[src/rtl/ber_meas_ctrl_pkg.sv]
// Shared types and default constants for the BER measurement sequencer.
//   state_t     : sequencer states
//   DEF_*       : default parameter values for ber_meas_ctrl and ber_win_cnt
package ber_pkg;

   localparam int unsigned DEF_WINDOW   = 1_000_000;
   localparam int unsigned DEF_CW       = 24;
   localparam int unsigned DEF_LOCK_LEN = 64;
   localparam int unsigned DEF_LOS_BLK  = 256;
   localparam int unsigned DEF_LOS_THR  = 32;
   localparam int unsigned DEF_TIMEOUT  = 1_000_000;

   typedef enum logic [1:0] {
      IDLE = 2'd0,
      SYNC = 2'd1,
      MEAS = 2'd2,
      DONE = 2'd3
   } state_t;

endpackage

[src/rtl/ber_meas_ctrl_if.sv]
// Host / bit-checker side bundle of ber_meas_ctrl.
//   start, cont, abort : host commands
//   err, val           : demodulated bit-error stream
//   busy, locked       : live status
//   n_er, n_bits       : latched result, res_val strobes on update
//   stall, los         : sticky flags, cleared on start
interface ber_meas_ctrl_if #(
   parameter int unsigned CW = ber_pkg::DEF_CW
);
   logic          start;
   logic          cont;
   logic          abort;
   logic          err;
   logic          val;
   logic          busy;
   logic          locked;
   logic [CW-1:0] n_er;
   logic [CW-1:0] n_bits;
   logic          res_val;
   logic          stall;
   logic          los;

   modport master (
      output start, cont, abort, err, val,
      input  busy, locked, n_er, n_bits, res_val, stall, los
   );

   modport slave (
      input  start, cont, abort, err, val,
      output busy, locked, n_er, n_bits, res_val, stall, los
   );
endinterface

[src/rtl/ber_win_cnt.sv]
// Window bit/error counters plus loss-of-lock block counters.
//   i_clr        : zero all counters (priority over counting)
//   i_en         : counting enabled (sequencer in MEAS)
//   i_val, i_err : bit stream
//   o_bit_cnt    : valid bits counted so far in the window
//   o_err_cnt    : errors counted so far in the window
//   o_err_tot_c  : error count including the current bit
//   o_win_last_c : current bit is the last bit of the window
//   o_los_hit_c  : current bit brings the block error count to LOS_THR
module ber_win_cnt #(
   parameter int unsigned WINDOW  = ber_pkg::DEF_WINDOW,
   parameter int unsigned CW      = ber_pkg::DEF_CW,
   parameter int unsigned LOS_BLK = ber_pkg::DEF_LOS_BLK,
   parameter int unsigned LOS_THR = ber_pkg::DEF_LOS_THR
) (
   input  logic          clk,
   input  logic          rst,
   input  logic          i_clr,
   input  logic          i_en,
   input  logic          i_val,
   input  logic          i_err,
   output logic [CW-1:0] o_bit_cnt,
   output logic [CW-1:0] o_err_cnt,
   output logic [CW-1:0] o_err_tot_c,
   output logic          o_win_last_c,
   output logic          o_los_hit_c
);
   localparam int unsigned BW = (LOS_BLK > 1) ? $clog2(LOS_BLK) : 1;
   localparam int unsigned EW = (LOS_THR > 1) ? $clog2(LOS_THR) : 1;

   logic [CW-1:0] r_bit_cnt;
   logic [CW-1:0] r_err_cnt;
   logic [BW-1:0] r_blk_cnt;
   logic [EW-1:0] r_blk_err;
   logic          w_step;
   logic          w_blk_end;

   assign w_step       = i_en & i_val;
   assign w_blk_end    = (r_blk_cnt == BW'(LOS_BLK - 1));
   assign o_win_last_c = w_step & (r_bit_cnt == CW'(WINDOW - 1));
   // Block error counter saturates by construction: the hit forces a clear.
   assign o_los_hit_c  = w_step & i_err & (r_blk_err == EW'(LOS_THR - 1));
   assign o_err_tot_c  = r_err_cnt + CW'(i_err);
   assign o_bit_cnt    = r_bit_cnt;
   assign o_err_cnt    = r_err_cnt;

   // Window and block counters
   always_ff @(posedge clk or posedge rst) begin
      if (rst) begin
         r_bit_cnt <= '0;
         r_err_cnt <= '0;
         r_blk_cnt <= '0;
         r_blk_err <= '0;
      end else if (i_clr) begin
         r_bit_cnt <= '0;
         r_err_cnt <= '0;
         r_blk_cnt <= '0;
         r_blk_err <= '0;
      end else if (w_step) begin
         r_bit_cnt <= r_bit_cnt + CW'(1);
         r_err_cnt <= o_err_tot_c;
         if (w_blk_end) begin
            r_blk_cnt <= '0;
            r_blk_err <= '0;
         end else begin
            r_blk_cnt <= r_blk_cnt + BW'(1);
            r_blk_err <= r_blk_err + EW'(i_err);
         end
      end
   end
endmodule

[src/rtl/ber_meas_ctrl.sv]
// BER measurement sequencer: arm, lock on an error-free run, count errors
// over a fixed window, publish a latched result; handles loss of lock,
// stalled val stream and abort.
//   clk, rst : clock, asynchronous active-high reset
//   bus      : command / bit stream / result bundle (slave side)
module ber_meas_ctrl
   import ber_pkg::*;
#(
   parameter int unsigned WINDOW   = DEF_WINDOW,
   parameter int unsigned CW       = DEF_CW,
   parameter int unsigned LOCK_LEN = DEF_LOCK_LEN,
   parameter int unsigned LOS_BLK  = DEF_LOS_BLK,
   parameter int unsigned LOS_THR  = DEF_LOS_THR,
   parameter int unsigned TIMEOUT  = DEF_TIMEOUT
) (
   input  logic             clk,
   input  logic             rst,
   ber_meas_ctrl_if.slave   bus
);
   localparam int unsigned RW = (LOCK_LEN > 1) ? $clog2(LOCK_LEN) : 1;
   localparam int unsigned IW = (TIMEOUT > 1) ? $clog2(TIMEOUT) : 1;

   state_t        r_state, w_state_nxt;
   logic [RW-1:0] r_run;
   logic [IW-1:0] r_idle;
   logic [CW-1:0] r_n_er, r_n_bits, w_n_er_nxt, w_n_bits_nxt;
   logic          r_res_val, r_stall, r_los, r_busy, r_locked;
   logic          w_pub, w_set_stall, w_set_los, w_clr_flags, w_timeout;
   logic [CW-1:0] w_bit_cnt, w_err_cnt, w_err_tot;
   logic          w_win_last, w_los_hit;

   ber_win_cnt #(
      .WINDOW  (WINDOW),
      .CW      (CW),
      .LOS_BLK (LOS_BLK),
      .LOS_THR (LOS_THR)
   ) u_win_cnt (
      .clk          (clk),
      .rst          (rst),
      .i_clr        (w_state_nxt != MEAS),
      .i_en         (r_state == MEAS),
      .i_val        (bus.val),
      .i_err        (bus.err),
      .o_bit_cnt    (w_bit_cnt),
      .o_err_cnt    (w_err_cnt),
      .o_err_tot_c  (w_err_tot),
      .o_win_last_c (w_win_last),
      .o_los_hit_c  (w_los_hit)
   );

   assign w_timeout = ~bus.val & (r_idle == IW'(TIMEOUT - 1));

   // Next state, result selection; abort > window > loss of lock > timeout
   always_comb begin
      w_state_nxt  = r_state;
      w_pub        = 1'b0;
      w_n_er_nxt   = r_n_er;
      w_n_bits_nxt = r_n_bits;
      w_set_stall  = 1'b0;
      w_set_los    = 1'b0;
      w_clr_flags  = 1'b0;
      if (bus.abort) begin
         w_state_nxt = IDLE;
      end else begin
         case (r_state)
            IDLE: begin
               if (bus.start) begin
                  w_state_nxt = SYNC;
                  w_clr_flags = 1'b1;
               end
            end
            SYNC: begin
               if (bus.val && !bus.err && (r_run == RW'(LOCK_LEN - 1))) begin
                  w_state_nxt = MEAS;
               end else if (w_timeout) begin
                  w_state_nxt  = DONE;
                  w_pub        = 1'b1;
                  w_set_stall  = 1'b1;
                  w_n_bits_nxt = '0;
                  w_n_er_nxt   = CW'(WINDOW);
               end
            end
            MEAS: begin
               if (w_win_last) begin
                  w_state_nxt  = DONE;
                  w_pub        = 1'b1;
                  w_set_los    = w_los_hit;
                  w_n_bits_nxt = CW'(WINDOW);
                  w_n_er_nxt   = w_err_tot;
               end else if (w_los_hit) begin
                  w_state_nxt = SYNC;
                  w_set_los   = 1'b1;
               end else if (w_timeout) begin
                  // Bits never received count as errors
                  w_state_nxt  = DONE;
                  w_pub        = 1'b1;
                  w_set_stall  = 1'b1;
                  w_n_bits_nxt = w_bit_cnt;
                  w_n_er_nxt   = w_err_cnt + (CW'(WINDOW) - w_bit_cnt);
               end
            end
            DONE: begin
               w_state_nxt = bus.cont ? SYNC : IDLE;
            end
            default: w_state_nxt = IDLE;
         endcase
      end
   end

   // State, lock-run and stall timers, result and status registers
   always_ff @(posedge clk or posedge rst) begin
      if (rst) begin
         r_state   <= IDLE;
         r_run     <= '0;
         r_idle    <= '0;
         r_n_er    <= '0;
         r_n_bits  <= '0;
         r_res_val <= 1'b0;
         r_stall   <= 1'b0;
         r_los     <= 1'b0;
         r_busy    <= 1'b0;
         r_locked  <= 1'b0;
      end else begin
         r_state   <= w_state_nxt;
         r_busy    <= (w_state_nxt != IDLE);
         r_locked  <= (w_state_nxt == MEAS);
         r_res_val <= w_pub;
         if (w_pub) begin
            r_n_er   <= w_n_er_nxt;
            r_n_bits <= w_n_bits_nxt;
         end
         if (w_clr_flags)      r_stall <= 1'b0;
         else if (w_set_stall) r_stall <= 1'b1;
         if (w_clr_flags)      r_los <= 1'b0;
         else if (w_set_los)   r_los <= 1'b1;
         // Run of error-free bits, only while hunting for lock
         if (w_state_nxt != SYNC)             r_run <= '0;
         else if (r_state == SYNC && bus.val) r_run <= bus.err ? '0 : r_run + RW'(1);
         // Cycles without val while searching or measuring
         if (bus.val || w_state_nxt == IDLE || w_state_nxt == DONE) r_idle <= '0;
         else if (r_state == SYNC || r_state == MEAS)               r_idle <= r_idle + IW'(1);
      end
   end

   assign bus.busy    = r_busy;
   assign bus.locked  = r_locked;
   assign bus.n_er    = r_n_er;
   assign bus.n_bits  = r_n_bits;
   assign bus.res_val = r_res_val;
   assign bus.stall   = r_stall;
   assign bus.los     = r_los;
endmodule
[src/flat_wrapper.sv]
// flat-port wrapper written by rule: the top's interface ports become plain ports
module ber_meas_ctrl_flat import ber_pkg::*;
#(
   parameter int unsigned WINDOW   = DEF_WINDOW,
   parameter int unsigned CW       = DEF_CW,
   parameter int unsigned LOCK_LEN = DEF_LOCK_LEN,
   parameter int unsigned LOS_BLK  = DEF_LOS_BLK,
   parameter int unsigned LOS_THR  = DEF_LOS_THR,
   parameter int unsigned TIMEOUT  = DEF_TIMEOUT
)
  (clk, rst, bus_start, bus_cont, bus_abort, bus_err, bus_val, bus_busy, bus_locked, bus_n_er, bus_n_bits, bus_res_val, bus_stall, bus_los);
  ber_meas_ctrl_if #(.CW(CW)) bus_i ();
  input  logic clk;
  input  logic rst;
  input wire logic [$bits(bus_i.start)-1:0] bus_start;
  input wire logic [$bits(bus_i.cont)-1:0] bus_cont;
  input wire logic [$bits(bus_i.abort)-1:0] bus_abort;
  input wire logic [$bits(bus_i.err)-1:0] bus_err;
  input wire logic [$bits(bus_i.val)-1:0] bus_val;
  output wire logic [$bits(bus_i.busy)-1:0] bus_busy;
  output wire logic [$bits(bus_i.locked)-1:0] bus_locked;
  output wire logic [$bits(bus_i.n_er)-1:0] bus_n_er;
  output wire logic [$bits(bus_i.n_bits)-1:0] bus_n_bits;
  output wire logic [$bits(bus_i.res_val)-1:0] bus_res_val;
  output wire logic [$bits(bus_i.stall)-1:0] bus_stall;
  output wire logic [$bits(bus_i.los)-1:0] bus_los;
  assign bus_i.start = bus_start;
  assign bus_i.cont = bus_cont;
  assign bus_i.abort = bus_abort;
  assign bus_i.err = bus_err;
  assign bus_i.val = bus_val;
  assign bus_busy = bus_i.busy;
  assign bus_locked = bus_i.locked;
  assign bus_n_er = bus_i.n_er;
  assign bus_n_bits = bus_i.n_bits;
  assign bus_res_val = bus_i.res_val;
  assign bus_stall = bus_i.stall;
  assign bus_los = bus_i.los;
  ber_meas_ctrl #(.WINDOW(WINDOW), .CW(CW), .LOCK_LEN(LOCK_LEN), .LOS_BLK(LOS_BLK), .LOS_THR(LOS_THR), .TIMEOUT(TIMEOUT)) u_core (.clk(clk), .rst(rst), .bus(bus_i));
endmodule
[config.mk]
export PLATFORM = sky130hd
export DESIGN_NAME = ber_meas_ctrl_flat
export DESIGN_NICKNAME = d
export VERILOG_FILES = /design/src/rtl/ber_meas_ctrl_pkg.sv /design/src/rtl/ber_meas_ctrl_if.sv /design/src/rtl/ber_win_cnt.sv /design/src/rtl/ber_meas_ctrl.sv /design/src/flat_wrapper.sv
export SDC_FILE = /design/constraint.sdc
export NUM_CORES = 1
export LEC_CHECK = 0
export BUFFER_PORTS_ARGS = -buffer_cell sky130_fd_sc_hd__buf_2
export CELL_PAD_IN_SITES_DETAIL_PLACEMENT = 2
export CELL_PAD_IN_SITES_GLOBAL_PLACEMENT = 2
export CORE_ASPECT_RATIO = 1.4
export CORE_MARGIN = 1.5
export CORE_UTILIZATION = 34
export DETAILED_ROUTE_END_ITERATION = 16
export GPL_TIMING_DRIVEN = 0
export PLACE_DENSITY_LB_ADDON = 0.05
export SYNTH_ARGS = -nofsm -noshare
export SYNTH_HDL_FRONTEND = slang
export SYNTH_SLANG_ARGS = --single-unit
[constraint.sdc]
create_clock -name clk -period 3.58 [get_ports clk]
set_input_delay 0 -clock clk [delete_from_list [all_inputs] [get_ports clk]]
set_output_delay 0 -clock clk [all_outputs]
set_load 0.005 [all_outputs]
==> impl_metrics.yaml, run 1 <==
status:
  status: "completed"
logic_synthesis:
  synth_seq_cells: 142
  synth_cell_type_count: 63
  syn_inst: 954
  syn-num-nets: 1019
  synth-seq-area-share_pct: 42.01
  async_reset_ff_share_pct: 100.0
  syn_area_per_cell_um2: 8.867
  syn_area_um2: 8459
  synth_warnings: 0
  synth-edff-count: 0
  ys.flop_type: "dfrtp_1"
die:
  initial_core_util_pct: 34.40
  die_area_um2: 25850
  die_h_um: 189.6
  core-area_um2: 24590
  die_w_um: 136.3
  rows: 68
  io_pins: 60
worst_setup_path:
  startpoint: "u_core.u_win_cnt.o_bit_cnt[1]"
  r2r_setup_slack_ns: 0.12
  worstReg2RegEnd: "u_core.bus.n_er[23]"
  critPathKind: "reg -> reg"
  cpPeakStageDelay_ns: 0.51
  crit_path_end: "u_core.bus.n_er[23]"
  rr_startpoint: "u_core.u_win_cnt.o_bit_cnt[1]"
  crit_family: "compound AO/OA/AOI/OAI gates"
  slowest_stage: "or4_1"
  crit_required_ns: 3.95
  cp.depth: 13
  crit_arrival_ns: 3.83
  cp-end-kind: "flop"
  reg2reg_depth: 13
  crit_chain: "inv_1 > ha_1 > ha_1 > fa_1 > a211oi_2 > o31ai_2 > o31ai_2 > buf_4 > o21ai_4 > a41oi_2 > nor2_1 > or4_1 > nand3_1"
  crit_buf_inv: 2
  worst_setup_path_start_kind: "flop"
  crit_fanout: 4
sta:
  timing.hold.ws_ns: 0.09585
  relSlewSlack_pct: 26.44
  setup_viol_count_final: 0
  timing.final.ws_setup_ns: 0.1178
  tightest_slew_ns: 1.103
  setup_tns_ns: 0
  slew_viol_final: 0
  hold_violations: 0
  skew_ns: 0.007324
  layout_min_cycle_time_ns: 3.462
  fin_crit_sh_pct: 96.71
  max_freq_mhz: 288.8
hold_path:
  holdCritPathClass: "in -> async"
cts:
  cts_buffers: 17
  clk_root_buffer_cell: "clkbuf_16"
  worstSkewPairLatency_ns: 0.43
  cts_sinks: 142
  htree_num_levels: 4
  clk_pin_slew_ns: 0.06
  cts_tree: "yes"
  clock_path_buffers: 2
global_route:
  grt_pass1_vias: 7853
  grt-ovfl-total: 0
  grt_max_degree: 40
  grt_pass1_wl_um: 44920
  grt_usage_pct: 23.30
  antenna_found_initial: 0
placement:
  dp.cells: 1332
  placed_area_um2: 9233
  dpl_worst_slack_ns: -0.4604
  port_buffers: 59
  gp_congestion: 0.7886
  dp_hpwl_um: 21400
detailed_routing:
  drc: 0
  vias: 7183
  first_pass_iters: 6
  wl_per_cell_um: 20.38
  viasPerCell: 5.235
  initialDrtViolationCount: 157
  wl_um: 27970
  ant_nets: 0
power:
  leakagePower_nw: 4.470
  p_total_mw: 3.617
  peakVddDrop_mv: 0.3389
  p_per_area_nw_per_um2: 362.9
finish:
  fillers: 2808
  num-nets-final: 1111
  postLayoutCellArea_um2: 9967
  final_layout_size_suffix_gt1_share_pct: 12.68
  syn2layout_area_growth_pct: 17.82
  utilization_pct: 40.54
  diodes: 0
  final_cell_count_no_fill: 1372
job:
  drv_cap: 0
-- Yosys cell counts, drive strengths merged (4+ instances only) --
| master | count | area, um^2 |
|---|---|---|
| and4 | 8 | 70.07 |
| dfrtp | 142 | 3553 |
| nor3 | 13 | 81.33 |
| nand4 | 27 | 168.9 |
| nand3 | 38 | 190.2 |
| ha | 57 | 713.2 |
| nor4 | 8 | 56.30 |
| clkbuf | 22 | 82.58 |
| o211ai | 4 | 30.03 |
| buf | 10 | 51.30 |
| inv | 49 | 183.9 |
| nand2b | 8 | 50.05 |
| nand2 | 135 | 509.2 |
| nor2 | 124 | 465.5 |
| a31oi | 4 | 25.02 |
| mux2i | 4 | 40.04 |
| xor2 | 48 | 420.4 |
| and2 | 9 | 56.30 |
| a211oi | 6 | 45.04 |
| a21o | 10 | 75.07 |
| and3 | 14 | 87.58 |
| xnor2 | 65 | 569.3 |
| o21ai | 59 | 299.0 |
| or3 | 6 | 37.54 |
| a21oi | 41 | 205.2 |
-- timing repair --
item	CTS	global route
hold endpoints to repair	87	0
endpoints found under the setup margin	42	44
setup buffers	1	5
gates resized for setup	11	9
hold buffers	4	0
pin swaps	1	3
-- placed cells by master, fill, tap and decap left out, types with 38 or more instances in the layout --
master and instances:
xor2_1 48, dfrtp_1 142, nand2_1 134, xnor2_1 65, a21oi_1 39, ha_1 57
buf_2 67, nand3_1 38, inv_1 48, nor2_1 123, o21ai_0 56
-- metal layers --
| metal | GRT usage (%) | wire length (um) | up-vias |
|---|---|---|---|
| met4 | 8.756 | 729 | 0 |
| met1 | 27.58 | 11910 | 3636 |
| li1 | - | - | 3434 |
| met2 | 42.54 | 14760 | 84 |
| met3 | 2.744 | 570 | 29 |
| met5 | 0 | 0 | - |
-- power breakdown --
part | internal [mW] | leakage (nW) | switching [mW]
combinational | 0.0572 | 2.20 | 0.128
clock | 1.12 | 0.289 | 0.694
sequential | 1.61 | 1.98 | 0.00747
total | 2.79 | 4.47 | 0.829
-- worst register-to-register path, cell delays in order (launching register included) --
cell	delay (ns)
dfrtp_1	0.39
inv_1	0.09
ha_1	0.30
ha_1	0.24
fa_1	0.45
a211oi_2	0.24
o31ai_2	0.11
o31ai_2	0.25
buf_4	0.17
o21ai_4	0.13
a41oi_2	0.33
nor2_1	0.10
or4_1	0.51
nand3_1	0.09
-- flip-flops by register name (all words and copies together) (netlist names), 5 cells and up --
| name | flops |
|---|---|
| u_core.u_win_cnt.o_bit_cnt | 24 |
| u_core.bus.n_er | 24 |
| u_core.bus.n_bits | 24 |
| u_core.u_win_cnt.r_blk_cnt | 8 |
| u_core.r_idle | 20 |
| u_core.u_win_cnt.o_err_cnt | 24 |
| u_core.r_run | 6 |
| u_core.u_win_cnt.r_blk_err | 5 |
-- kinds of logic after synthesis --
| logic type | Yosys count | share of synthesized area (%) |
|---|---|---|
| fa+ha+maj | 58 | 8.667 |
| compound gates | 148 | 10.80 |
| xor+xnor | 113 | 11.70 |
| simple gates | 407 | 22.47 |
| buf+inv | 81 | 3.757 |
| flops | 142 | 42.01 |
| mux | 5 | 0.6064 |
-- area by class of cell --
cell class                 count  area, um^2  share of cell area, %
sequential                   142        3553                  35.65
timing repair buffer          73       460.4                  4.620
clock buffer                  22       464.2                  4.657
buffer                        32       141.4                  1.419
tap                          315       394.1                  3.954
multi-input combinational    731        4651                  46.66
clock inverter                 8       115.1                  1.155
inverter                      49       187.7                  1.883
-- worst min path at each step --
stage / start / end / slack (ns) / cells past startpoint
floorplan: bus_abort / u_core.r_state[0] / 0.07 / 1
global placement: bus_abort / u_core.r_state[0] / 0.29 / 2
detailed placement: rst / u_core.bus.n_er[11] / 0.008 / 2
CTS: rst / u_core.bus.n_bits[12] / 0.09 / 3
global route: rst / u_core.bus.n_er[11] / 0.14 / 3
finish: rst / u_core.bus.n_er[11] / 0.1 / 3
No activity file was read; power rests on OpenSTA's default activity.
==> run 2: changes to the inputs <==
--- a/config.mk
+++ b/config.mk
@@ -10,7 +10,7 @@
 export CELL_PAD_IN_SITES_GLOBAL_PLACEMENT = 2
 export CORE_ASPECT_RATIO = 1.4
 export CORE_MARGIN = 1.5
-export CORE_UTILIZATION = 34
+export CORE_UTILIZATION = 40
 export DETAILED_ROUTE_END_ITERATION = 16
 export GPL_TIMING_DRIVEN = 0
 export PLACE_DENSITY_LB_ADDON = 0.05
==> constraint.sdc (replaced) <==
create_clock -name clk -period 4.4 [get_ports clk]
set_input_delay 0 -clock clk [delete_from_list [all_inputs] [get_ports clk]]
set_output_delay 0 -clock clk [all_outputs]
set_load 0.005 [all_outputs]
==> run 2 against run 1 <==
Effect of this change: clock skew about the same; critical path depth shrank 1; flip-flop and latch count is the same; combinational power decreased by 23%; via count is 0.70% higher; cell count is 4.8% lower; core utilization increased by 6.7 points; total power shrank 18%; global-route usage grew 3.3 points; register-to-register slack better by 0.24 ns; critical endpoint unchanged; largest power group unchanged.
==> impl_metrics.yaml, run 2 (same netlist as run 1, synthesis figures left out) <==
finish:
  diodes: 0
  final_layout_size_suffix_gt1_share_pct: 10.76
  mostFrequentLayoutCell: "dfrtp_1"
  syn2layout_area_growth_pct: 15.22
  utilization_pct: 47.24
  num-nets-final: 1102
  fillers: 2274
  postLayoutCellArea_um2: 9747
  final_cell_mix: "142 x dfrtp_1, 134 x nand2_1, 124 x nor2_1, 67 x buf_2, 65 x xnor2_1"
power:
  p_total_mw: 2.970
  p_per_area_nw_per_um2: 304.7
  peakVddDrop_mv: 0.2644
  leakagePower_nw: 4.369
sta:
  max_freq_mhz: 247.2
  relSlewSlack_pct: 17.45
  fin_crit_sh_pct: 91.93
  setup_viol_count_final: 0
  tightest_slew_ns: 1.228
  skew_ns: 0.007720
  hold_violations: 0
  rsz0062_at_grt: "false"
  layout_min_cycle_time_ns: 4.045
  slew_viol_final: 0
  timing.hold.ws_ns: 0.1306
die:
  io_pins: 60
  die_area_um2: 22040
  rows: 62
  initial_core_util_pct: 41.00
  die_w_um: 125.9
  die_h_um: 175.1
  core-area_um2: 20630
placement:
  port_buffers: 59
  dp_hpwl_um: 20150
  placed_area_um2: 9107
  gp_congestion: 0.8124
detailed_routing:
  ant_nets: 0
  viasPerCell: 5.538
  drc: 0
  vias: 7233
  wl_um: 27630
  first_pass_iters: 6
  initialDrtViolationCount: 240
  wl_per_cell_um: 21.15
cts:
  worstSkewPairLatency_ns: 0.44
  clk_root_buffer_cell: "clkbuf_16"
  clock_path_buffers: 2
  htree_num_levels: 4
  post_cts_buffers: 0
  cts_buffers: 17
  clk_pin_slew_ns: 0.07
  cts_sinks: 142
  cts_tree: "yes"
job:
  drv_cap: 0
worst_setup_path:
  crit_required_ns: 4.77
  crit_arrival_ns: 4.42
  cp-end-kind: "flop"
  critPathKind: "reg -> reg"
  crit_fanout: 4
  worst_setup_path_start_kind: "flop"
global_route:
  antenna_found_initial: 0
  grt_pass1_vias: 8084
  grt_pass1_wl_um: 44900
  grt-ovfl-total: 0
  grt_usage_pct: 26.61
  grt_max_degree: 87
hold_path:
  holdCritPathClass: "in -> reg"
status:
  status: "completed"
[run 2: cell count changes in the layout (fill, tap and decap cells not counted), moves of 3 or more]
| cell | before | now |
|---|---|---|
| clkbuf_2 | 6 | 0 |
| clkbuf_1 | 19 | 24 |
| buf_4 | 7 | 1 |
| buf_12 | 4 | 0 |
| clkinv_2 | 5 | 2 |
| clkinv_4 | 0 | 4 |
[run 2: per-stage QoR]
step | cells | setup TNS [ns] | setup WS, ns
after detailed placement | 1270 | 0 | 0.3898
final | 1306 | 0 | 0.3550
after global routing | 1306 | 0 | 0.1332
after global placement | 1269 | -210.29 | -1.498
after CTS | 1306 | 0 | 0.3355
after floorplan | 954 | 0 | 0.5904
[run 2: layout make-up]
class,instances,area [um^2],area share (%)
clock buffers,19,432.9,4.442
flip-flops and latches,142,3553,36.46
plain buffers,32,133.9,1.374
well taps,256,320.3,3.286
multi-input cells,731,4588,47.07
inverters,49,188.9,1.938
clock inverters,13,166.4,1.707
repair buffers,64,362.8,3.723
[run 2: final timing paths]
path                            cells past startpoint                           from  slack (ns)                             to
worst min-delay path                                4                        bus_val        0.13  u_core.u_win_cnt.o_bit_cnt[4]
min in group asynchronous                           3                            rst        0.29            u_core.bus.n_er[11]
worst max-delay path                               12  u_core.u_win_cnt.o_bit_cnt[1]        0.36            u_core.bus.n_er[23]
worst max register to register                     12  u_core.u_win_cnt.o_bit_cnt[1]        0.36            u_core.bus.n_er[23]
max in group asynchronous                           4                            rst        3.32              u_core.r_idle[14]
worst min register to register                      2          u_core.bus.n_bits[19]        0.46          u_core.bus.n_bits[19]
[run 2: power breakdown]
part | switching (mW) | internal (mW)
Clock | 0.615 | 0.894
Sequential | 0.00626 | 1.31
Combinational | 0.102 | 0.0413
Total | 0.723 | 2.25
[run 2: per-layer routing]
| metal | wire, um | share of wire (%) | GRT usage (%) | vias up |
|---|---|---|---|---|
| met3 | 624 | 2.3 | 4.072 | 49 |
| met2 | 14510 | 53 | 49.22 | 110 |
| met5 | 0 | 0 | 0 | - |
| met4 | 794 | 2.9 | 9.674 | 0 |
| met1 | 11690 | 42 | 30.90 | 3668 |
| li1 | - | - | - | 3406 |
[run 2: repair_timing]
item                      in CTS  in global routing
resized for setup              0                  0
hold buffers                   4                  0
hold endpoints to repair      91                  0
[run 2: critical path, stage by stage, from the launching register on]
cell	delay [ns]
dfrtp_1	0.40
inv_1	0.09
ha_1	0.30
ha_1	0.24
fa_1	0.44
a211oi_1	0.26
o31ai_1	0.16
o31ai_2	0.48
o21ai_1	0.39
a41oi_1	0.47
nor2_1	0.12
or4_1	0.51
nand3_1	0.09
==> run 3: changes to the inputs <==
--- a/config.mk
+++ b/config.mk
@@ -5,12 +5,13 @@
 export SDC_FILE = /design/constraint.sdc
 export NUM_CORES = 1
 export LEC_CHECK = 0
+export ABC_AREA = 1
 export BUFFER_PORTS_ARGS = -buffer_cell sky130_fd_sc_hd__buf_2
 export CELL_PAD_IN_SITES_DETAIL_PLACEMENT = 2
 export CELL_PAD_IN_SITES_GLOBAL_PLACEMENT = 2
 export CORE_ASPECT_RATIO = 1.4
 export CORE_MARGIN = 1.5
-export CORE_UTILIZATION = 40
+export CORE_UTILIZATION = 39
 export DETAILED_ROUTE_END_ITERATION = 16
 export GPL_TIMING_DRIVEN = 0
 export PLACE_DENSITY_LB_ADDON = 0.05
==> run 3 against run 2 <==
Effect of this change: first-iteration DRC count grew 16%; sequential power grew 3%; core utilization shrank 2.0 points; register-to-register slack gained 0.68 ns; total power grew 21%; critical path type unchanged; critical endpoint is now u_core.bus.n_er[15].
==> impl_metrics.yaml, run 3 <==
finish:
  utilization_pct: 45.22
  final_cell_mix: "306 x nand2_1, 177 x nor2_1, 142 x dfrtp_1, 136 x inv_1, 79 x nand3_1"
  multi_input_area_um2: 4905
  diodes: 0
  final_layout_size_suffix_gt1_share_pct: 9.545
  mostFrequentLayoutCell: "nand2_1"
  final_cell_count_no_fill: 1647
  fillers: 2764
  regArea_um2: 3553
  num-nets-final: 1393
  postLayoutCellArea_um2: 10460
  syn2layout_area_growth_pct: 14.62
detailed_routing:
  viasPerCell: 5.415
  drc: 0
  ant_nets: 0
  initialDrtViolationCount: 279
  wl_per_cell_um: 21.62
  wl_um: 35600
  vias: 8918
  first_pass_iters: 4
logic_synthesis:
  synth_most_common_cell: "nand2_1"
  synth-edff-count: 0
  syn_area_um2: 9121
  syn_inst: 1244
  netlist_top_cells_area: "dfrtp_1 39%, nand2_1 13%, ha_1 7.8%, nor2_1 7.3%, inv_1 5.6%"
  yosys-top-cells-count: "306 x nand2_1, 177 x nor2_1, 142 x dfrtp_1"
  synth_area_leader_cell: "dfrtp_1"
  synth-seq-area-share_pct: 38.96
  syn-num-nets: 1309
  synth_cell_type_count: 41
  synth_seq_cells: 142
  synth_warnings: 0
  ys.flop_type: "dfrtp_1"
  yosysTopAreaCellShare_pct: 38.96
  async_reset_ff_share_pct: 100.0
  syn_area_per_cell_um2: 7.332
sta:
  fin_crit_sh_pct: 76.44
  slew_viol_final: 0
  skew_ns: 0.008183
  max_freq_mhz: 297.3
  setup_viol_count_final: 0
  layout_min_cycle_time_ns: 3.364
  hold_violations: 0
  tightest_slew_ns: 0.9144
  relSlewSlack_pct: 38.57
  rsz0062_at_grt: "false"
cts:
  clock_path_buffers: 2
  cts_buffers: 17
  worstSkewPairLatency_ns: 0.45
  cts_tree: "yes"
  clk_root_buffer_cell: "clkbuf_16"
  htree_num_levels: 4
  clk_pin_slew_ns: 0.07
  post_cts_buffers: 0
  cts_sinks: 142
hold_path:
  hold_path.startpoint: "bus_err"
  holdCritPathClass: "in -> reg"
die:
  rows: 66
  core-area_um2: 23120
  initial_core_util_pct: 39.45
  io_pins: 60
  die_area_um2: 24330
  die_w_um: 132.3
  die_h_um: 184.0
worst_setup_path:
  crit_required_ns: 4.79
  crit_fanout: 10
  crit_family: "simple AND/OR/NAND/NOR gates"
  cp-end-kind: "flop"
  crit_arrival_ns: 3.75
  cpPeakStageDelay_ns: 0.41
  crit_chain: "inv_1 > ha_1 > nand2_2 > nor3_2 > nand4_1 > a21oi_1 > nand3_2 > inv_2 > buf_2 > nand3_1 > nand2_1"
  slowest_stage: "dfrtp_1"
  crit_buf_inv: 3
  startpoint: "u_core.r_state[0]"
  rr_startpoint: "u_core.r_state[0]"
  critPathKind: "reg -> reg"
  worst_setup_path_start_kind: "flop"
global_route:
  grt_pass1_vias: 10120
  antenna_found_initial: 0
  grt_max_degree: 75
  grt-ovfl-total: 0
  grt_pass1_wl_um: 56490
  grt_usage_pct: 30.52
power:
  peakVddDrop_mv: 0.3040
  p_per_area_nw_per_um2: 344.8
  leakagePower_nw: 4.968
placement:
  port_buffers: 59
  dp.cells: 1610
  gp_congestion: 0.9127
  placed_area_um2: 9832
  dp_hpwl_um: 27040
status:
  status: "completed"
job:
  drv_cap: 0
run 3: where the power goes:
group	leakage, nW	switching (mW)	internal [mW]	total, mW
logic	2.75	0.586	0.189	0.776
clock network	0.270	0.631	0.835	1.47
registers	1.94	0.0293	1.33	1.36
run 3: metal layers:
metal	global-route usage, %	vias up	part of all wire, %
met2	60.17	142	55
met5	0	-	0
met3	3.474	79	2.1
met1	30.90	4504	37
met4	17.01	0	5.3
li1	-	4193	-
run 3: path summary, 6_finish.rpt:
check | end | slack (ns) | depth (start not counted)
setup / recovery | u_core.bus.n_er[15] | 1.04 | 11
hold / removal | u_core.r_run[0] | 0.0003 | 4
max in group asynchronous | u_core.bus.n_er[11] | 3.37 | 4
setup reg to reg | u_core.bus.n_er[15] | 1.04 | 11
min in group asynchronous | u_core.bus.n_bits[9] | 0.22 | 3
hold reg to reg | u_core.bus.n_bits[6] | 0.47 | 2
run 3: timing repair:
item                                   CTS  global route
hold buffers                             5             0
endpoints found under the hold margin   78             0
resized for setup                        0             0
run 3: cells by family after synthesis:
family          share of synthesized area, %
xor+xnor                               5.857
flops                                  38.96
fa+ha+maj                              8.038
compound gates                         9.205
simple gates                           30.45
buf+inv                                7.270
mux                                   0.2195
run 3: cell type report:
class / instances / share of cell area [%]
Clock buffer: 19 / 4.141
Tap cell: 306 / 3.662
Buffer: 30 / 1.281
Multi-Input combinational cell: 931 / 46.91
Sequential cell: 142 / 33.99
Timing Repair Buffer: 65 / 3.566
Inverter: 141 / 5.110
Clock inverter: 13 / 1.340
run 3: through the flow:
step | hold WS, ns | TNS [ns] | total power, mW | setup WS (ns)
2_1_floorplan | 0.1499 | 0 | 1.861 | 0.5904
4_1_cts | 0.0006019 | 0 | 3.628 | 1.032
6_report | 0.0002575 | 0 | 3.605 | 1.037
3_3_place_gp | 0.3464 | -190.08 | 2.117 | -1.354
3_5_place_dp | 0.1825 | 0 | 2.147 | 1.059
5_1_grt | 0.04077 | 0 | 3.750 | 0.9067
run 3: worst min-delay path, stage by stage:
cell	delay (ns)
buf_2	0.18
nor3_1	0.07
a21oi_1	0.11
nor2_1	0.05
